**src/rtl/seq_divider.sv**
```systemverilog
// Iterative unsigned restoring divider: one quotient bit per clock through a
// single WIDTH+1-bit subtractor, with a start/busy/done handshake.
module seq_divider #(
  parameter int WIDTH = 8
) (
  input  logic             clk,
  input  logic             rst,
  input  logic             start_i,
  input  logic [WIDTH-1:0] dividend_i,
  input  logic [WIDTH-1:0] divisor_i,
  output logic             busy_o,
  output logic             done_o,
  output logic [WIDTH-1:0] quotient_o,
  output logic [WIDTH-1:0] remainder_o,
  output logic             divByZero_o
);

  localparam int CntW = $clog2(WIDTH + 1);

  typedef enum logic [1:0] {
    Idle,
    Run,
    Done
  } state_e;

  state_e           state_q, state_d;
  logic [WIDTH-1:0] partRem_q, partRem_d;
  logic [WIDTH-1:0] quo_q, quo_d;
  logic [WIDTH-1:0] div_q, div_d;
  logic [CntW-1:0]  cnt_q, cnt_d;
  logic             zero_q, zero_d;
  logic [WIDTH-1:0] quotient_q, quotient_d;
  logic [WIDTH-1:0] remainder_q, remainder_d;
  logic             divByZero_q, divByZero_d;

  logic [WIDTH:0]   trial;
  logic [WIDTH-1:0] shiftedRem;
  logic [WIDTH-1:0] nextRem;
  logic [WIDTH-1:0] nextQuo;

  // The partial remainder never exceeds WIDTH-1 bits before the shift,
  // so dropping its MSB loses nothing and the extra bit exposes the borrow.
  assign shiftedRem = {partRem_q[WIDTH-2:0], quo_q[WIDTH-1]};
  assign trial      = {1'b0, shiftedRem} - {1'b0, div_q};
  assign nextRem    = trial[WIDTH] ? shiftedRem : trial[WIDTH-1:0];
  assign nextQuo    = {quo_q[WIDTH-2:0], ~trial[WIDTH]};

  // Result registers load on the edge that enters Done so they are valid with done_o.
  always_comb begin
    state_d     = state_q;
    partRem_d   = partRem_q;
    quo_d       = quo_q;
    div_d       = div_q;
    cnt_d       = cnt_q;
    zero_d      = zero_q;
    quotient_d  = quotient_q;
    remainder_d = remainder_q;
    divByZero_d = divByZero_q;
    unique case (state_q)
      Idle: begin
        if (start_i) begin
          quo_d = dividend_i;
          if (divisor_i != '0) begin
            partRem_d = '0;
            div_d     = divisor_i;
            cnt_d     = CntW'(WIDTH);
            zero_d    = 1'b0;
            state_d   = Run;
          end else begin
            zero_d      = 1'b1;
            quotient_d  = '1;
            remainder_d = dividend_i;
            divByZero_d = 1'b1;
            state_d     = Done;
          end
        end
      end
      Run: begin
        partRem_d = nextRem;
        quo_d     = nextQuo;
        cnt_d     = cnt_q - CntW'(1);
        if (cnt_q == CntW'(1)) begin
          quotient_d  = nextQuo;
          remainder_d = nextRem;
          divByZero_d = 1'b0;
          state_d     = Done;
        end
      end
      Done: begin
        state_d = Idle;
      end
      default: begin
        state_d = Idle;
      end
    endcase
  end

  always_ff @(posedge clk) begin
    if (rst) begin
      state_q     <= Idle;
      partRem_q   <= '0;
      quo_q       <= '0;
      div_q       <= '0;
      cnt_q       <= '0;
      zero_q      <= 1'b0;
      quotient_q  <= '0;
      remainder_q <= '0;
      divByZero_q <= 1'b0;
    end else begin
      state_q     <= state_d;
      partRem_q   <= partRem_d;
      quo_q       <= quo_d;
      div_q       <= div_d;
      cnt_q       <= cnt_d;
      zero_q      <= zero_d;
      quotient_q  <= quotient_d;
      remainder_q <= remainder_d;
      divByZero_q <= divByZero_d;
    end
  end

  assign busy_o      = (state_q == Run);
  assign done_o      = (state_q == Done);
  assign quotient_o  = quotient_q;
  assign remainder_o = remainder_q;
  assign divByZero_o = divByZero_q;

endmodule

```
**config.mk**
```make
export PLATFORM = sky130hd
export DESIGN_NAME = seq_divider
export DESIGN_NICKNAME = d
export VERILOG_FILES = /design/src/rtl/seq_divider.sv
export SDC_FILE = /design/constraint.sdc
export NUM_CORES = 1
export LEC_CHECK = 0
export ABC_AREA = 1
export BUFFER_PORTS_ARGS = -buffer_cell sky130_fd_sc_hd__buf_2
export CAP_MARGIN = 40
export CORE_ASPECT_RATIO = 1.1
export CORE_MARGIN = 4
export CORE_UTILIZATION = 45
export CTS_CLUSTER_DIAMETER = 200
export CTS_CLUSTER_SIZE = 8
export DETAILED_ROUTE_END_ITERATION = 8
export PLACE_DENSITY = 0.67
export RECOVER_POWER = 100
export SLEW_MARGIN = 30
export SYNTH_ARGS = -nofsm -noshare
export SYNTH_HDL_FRONTEND = slang
export SYNTH_SLANG_ARGS = --single-unit
```
**constraint.sdc**
```tcl
create_clock -name clk -period 2 [get_ports clk]
set_input_delay 0.4 -clock clk [delete_from_list [all_inputs] [get_ports clk]]
set_output_delay 0.4 -clock clk [all_outputs]
set_load 0.02 [all_outputs]
```
==> Flow_metrics.wiki <==
{| class="wikitable"
! Metric !! Value
|-
| Number of sinks driven by the clock tree || between 40 and 50
|-
| Share of the clock period used by the worst path after layout || 0.9370
|-
| Startpoint type of the worst setup path || flop
|-
| Number of global-route vias before repair || a little over 2,000
|-
| Cell breakdown of the critical path || inv_1 -> ha_1 -> inv_2 -> fa_2 -> nand3_2 -> nand2_2 -> nand2_2 -> nand2_4 -> nor2_4 -> nand2_2 -> nand2_1 -> nor2_1 -> nor2_1
|-
| Pre-CTS setup slack || 0.09727 ns
|-
| Most used standard cell by instance count after synthesis || sky130_fd_sc_hd__nand2_1
|-
| Std cell rows || 28
|-
| Rel. slew slack || 0.6297
|-
| Leakage dissipation || between 1 and 1.5 nW
|-
| Power Density || 890.2 nW/um2
|-
| Number of standard cells after synthesis || 367
|-
| Sequential area share after synthesis || 0.3689
|-
| Final Setup Violations || 0
|-
| Post-Syn Area per Cell || ~6.8 um2
|-
| Critical path class || reg2reg
|-
| Top cells by instance count after synthesis || sky130_fd_sc_hd__nand2_1, sky130_fd_sc_hd__inv_1, sky130_fd_sc_hd__dfxtp_1
|-
| Net switching fraction of the power || 0.3476
|-
| Cell count of the worst hold path || 3
|-
| Beginning of the worst register-to-register path || quo_q[7]$_SDFFE_PP0P_
|-
| Area leader, netlist || sky130_fd_sc_hd__dfxtp_1
|-
| Worst Skew || 0.002055 ns
|-
| Area of the mapped netlist || around 2500 um2
|-
| Maximum number of pins on one net before global-route repair || 23
|-
| DP HPWL || ~4300 um
|-
| Number of buffers between clock root and the deepest sink || 2
|-
| Post-synth EDFFs || 0
|-
| Status || finished clean
|-
| Fraction of post-synthesis cell area in the top cell type by area || 0.3689
|-
| Final weighted congestion of routability-driven global placement || roughly 0.87
|-
| Max capacitance violation total || 0
|-
| Total wire length after detailed routing || between 5000 and 6000 um
|-
| Remaining global-route overflow || 0
|-
| Final antenna-violating net count || 0
|-
| Total via count in the routed design || about 2,300
|-
| R2r endpoint || remainder_o[1]$_SDFFE_PP0P_
|-
| Portion of total power attributed to the clock network || 0.272
|-
| Number of flip-flops and latches in the synthesized netlist || 46
|-
| I/O pin count || 38
|-
| Worst supply voltage drop on vdd || 0.0004046 V
|-
| Number of DRC violations after detailed routing || 0
|-
| Synthesized net count || a little under 400
|-
| Average wire per cell in the routed design || around 12 um
|-
| Global-route wire length before repair || 9384 um
|-
| Number of vias per cell after detailed routing || about 4.8
|-
| Primary FF master, synth || sky130_fd_sc_hd__dfxtp_1
|-
| Crit path setup slack, layout || 0.1261 ns
|-
| Worst setup slack for register-to-register paths || roughly 0.13 ns
|-
| Detailed-router iteration count before antenna repair || 5
|-
| Cell internal power dissipation || approximately 0.0017 W
|-
| Number of hold violations in the final report || 0
|-
| CP max stage delay || approximately 0.38 ns
|-
| Path category of the worst min-delay check || in2reg
|-
| Final Critical Period || roughly 1.9 ns
|-
| Share of cells above drive strength 1 || 0.1691
|-
| Highest clock frequency the design can meet || between 500 and 600 MHz
|-
| Hold path endpoint || div_q[0]$_SDFFE_PP0P_
|-
| Design Area, Final || roughly 2900 um2
|-
| Cts hold-fix bufs || 0
|-
| CTS tree || built
|-
| Warnings from Yosys || 0
|-
| WP data required || about 2.2 ns
|-
| Clk slew on worst S/H paths || roughly 0.090 ns
|-
| GRT Util Overall || 0.1734
|-
| Top post-synthesis cells by area || sky130_fd_sc_hd__dfxtp_1, sky130_fd_sc_hd__nand2_1, sky130_fd_sc_hd__inv_1
|-
| Iteration-0 DRC Markers || ~160
|-
| Clock insertion delay at the later pin of the skew report || approximately 0.30 ns
|-
| Height of the die || roughly 86 um
|-
| Largest driver fanout on the critical path || 7
|-
| Port-buffer cells || 37
|-
| Cell occurring most often along the worst timing path || sky130_fd_sc_hd__nand2_2
|-
| Effective utilization at floorplan || 0.4627
|-
| P_sw || 0.0009017 W
|-
| Proportion of power drawn by flip-flops and latches || 0.415
|-
| CTS HTree Levels || 2
|-
| Fin nets || 443
|-
| Antenna violations before repair || 0
|-
| Number of antenna repair diodes || 0
|-
| Final-report max-slew violation count || 0
|-
| Critical-path cell with the highest stage delay || sky130_fd_sc_hd__fa_2
|-
| Layout overhead on the synthesized area || 16.74%
|-
| Kind of end point of the critical path || flop
|-
| Startpoint of the worst setup timing path || quo_q[7]$_SDFFE_PP0P_
|-
| Width of the chip || around 80 um
|-
| Clock root buffer || sky130_fd_sc_hd__clkbuf_8
|-
| Core outline area || approximately 5400 um2
|-
| Number of distinct library cells after synthesis || 32
|-
| Share of power burned in combinational logic || 0.313
|-
| Hold path startpoint || divisor_i[0]
|-
| Register-to-Register Path Depth || 13
|-
| Area of the die || 6804 um2
|-
| TritonCTS buffer count || 5
|-
| Slew of the pin with the lowest slew margin || 0.5555 ns
|-
| Worst endpoint data arrival time || 2.12 ns
|-
| Post-detailed-placement cell area || 2784 um2
|-
| Post-synth ARST share || 0
|}
==> what timing repair did <==
item,in CTS,in global routing
setup endpoints to repair,0,15
gates resized for setup,0,13
buffers inserted,0,6
==> cells in the final DEF (no fill, tap or decap), types with 3 or more instances in the layout <==
master and instances:
sky130_fd_sc_hd__a21oi_1 23, sky130_fd_sc_hd__a31oi_1 7, sky130_fd_sc_hd__buf_2 18, sky130_fd_sc_hd__buf_4 10
sky130_fd_sc_hd__clkbuf_1 23, sky130_fd_sc_hd__clkbuf_8 5, sky130_fd_sc_hd__dfxtp_1 45, sky130_fd_sc_hd__ha_1 10
sky130_fd_sc_hd__inv_1 47, sky130_fd_sc_hd__inv_2 6, sky130_fd_sc_hd__nand2_1 95, sky130_fd_sc_hd__nand2_2 11
sky130_fd_sc_hd__nand3_1 23, sky130_fd_sc_hd__nor2_1 33, sky130_fd_sc_hd__nor3_1 3, sky130_fd_sc_hd__o21ai_0 20
sky130_fd_sc_hd__o21ai_1 6, sky130_fd_sc_hd__o21ai_2 8
==> power by group through the flow <==
stage	Sequential, W	Combinational, W	Clock, W
2_1_floorplan	0.00113	0.000536	0
3_3_place_gp	0.00109	0.000753	0
3_5_place_dp	0.00110	0.000762	0
4_1_cts	0.00108	0.000766	0.000729
5_1_grt	0.00109	0.000907	0.000765
6_report	0.00108	0.000811	0.000706
==> routing by layer <==
metal  part of all wire  vias up  wire length [um]  GRT usage
met5                  0        -                 0          0
met4              0.010        0                59    0.05156
met3              0.052        5               299    0.03151
met2               0.50       50              2840     0.3055
met1               0.44     1023              2526     0.2144
li1                   -     1251                 -          -
==> area by class of cell <==
cell class / count / area [um2]
Clock buffer: 5 / 68.82
Clock inverter: 3 / 43.79
Fill cell: 579 / 2481
Inverter: 53 / 198.9
Multi-Input combinational cell: 254 / 1310
Sequential cell: 46 / 922.1
Tap cell: 75 / 93.84
Timing Repair Buffer: 53 / 276.5
==> how the worst max path moves through the flow <==
stage	endpoint	slack, ns	cells after the start
4_1_cts	partRem_q[5]$_SDFFE_PP0P_	0.08	14
3_3_place_gp	remainder_o[5]$_SDFFE_PP0P_	0.14	14
2_1_floorplan	partRem_q[5]$_SDFFE_PP0P_	0.28	13
3_5_place_dp	partRem_q[5]$_SDFFE_PP0P_	0.1	14
5_1_grt	remainder_o[1]$_SDFFE_PP0P_	-0.01	13
6_report	remainder_o[1]$_SDFFE_PP0P_	0.13	13
==> worst max-delay path, delay by kind of cell, from the launching register on <==
kind | cells | cell delay, ns
simple gates | 9 | 0.86
fa+ha+maj | 2 | 0.53
flops | 1 | 0.33
buf+inv | 2 | 0.10
==> stage by stage <==
| stage | cells | setup TNS, ns | utilization | hold slack [ns] | total power, W |
|---|---|---|---|---|---|
| 3_3_place_gp | 475 | 0 | 0.5160 | 0.4473 | 0.001848 |
| 5_1_grt | 489 | -0.02107 | 0.5401 | 0.3464 | 0.002761 |
| 6_report | 489 | 0 | 0.5401 | 0.3410 | 0.002594 |
| 2_1_floorplan | 367 | 0 | - | 0.4331 | 0.001662 |
| 3_5_place_dp | 475 | 0 | 0.5160 | 0.4516 | 0.001859 |
| 4_1_cts | 483 | 0 | 0.5369 | 0.3325 | 0.002571 |
==> logic make-up after synthesis <==
kind of cell / synth area share
adders and majority gates: 0.05815
DFF: 0.3689
buffers and inverters: 0.1123
xor gates and xnor gates: 0.007019
AOI/OAI and AO/OA: 0.1534
and+or+nand+nor: 0.3003
==> sequential cells by signal, summed over array words and instances (netlist names) <==
| register | cells |
|---|---|
| quo_q | 8 |
| quotient_o | 8 |
| partRem_q | 7 |
| cnt_q | 4 |
| state_q | 2 |
| remainder_o | 8 |
| divByZero_o | 1 |
| div_q | 8 |
No activity file was read; power rests on OpenSTA's default activity.
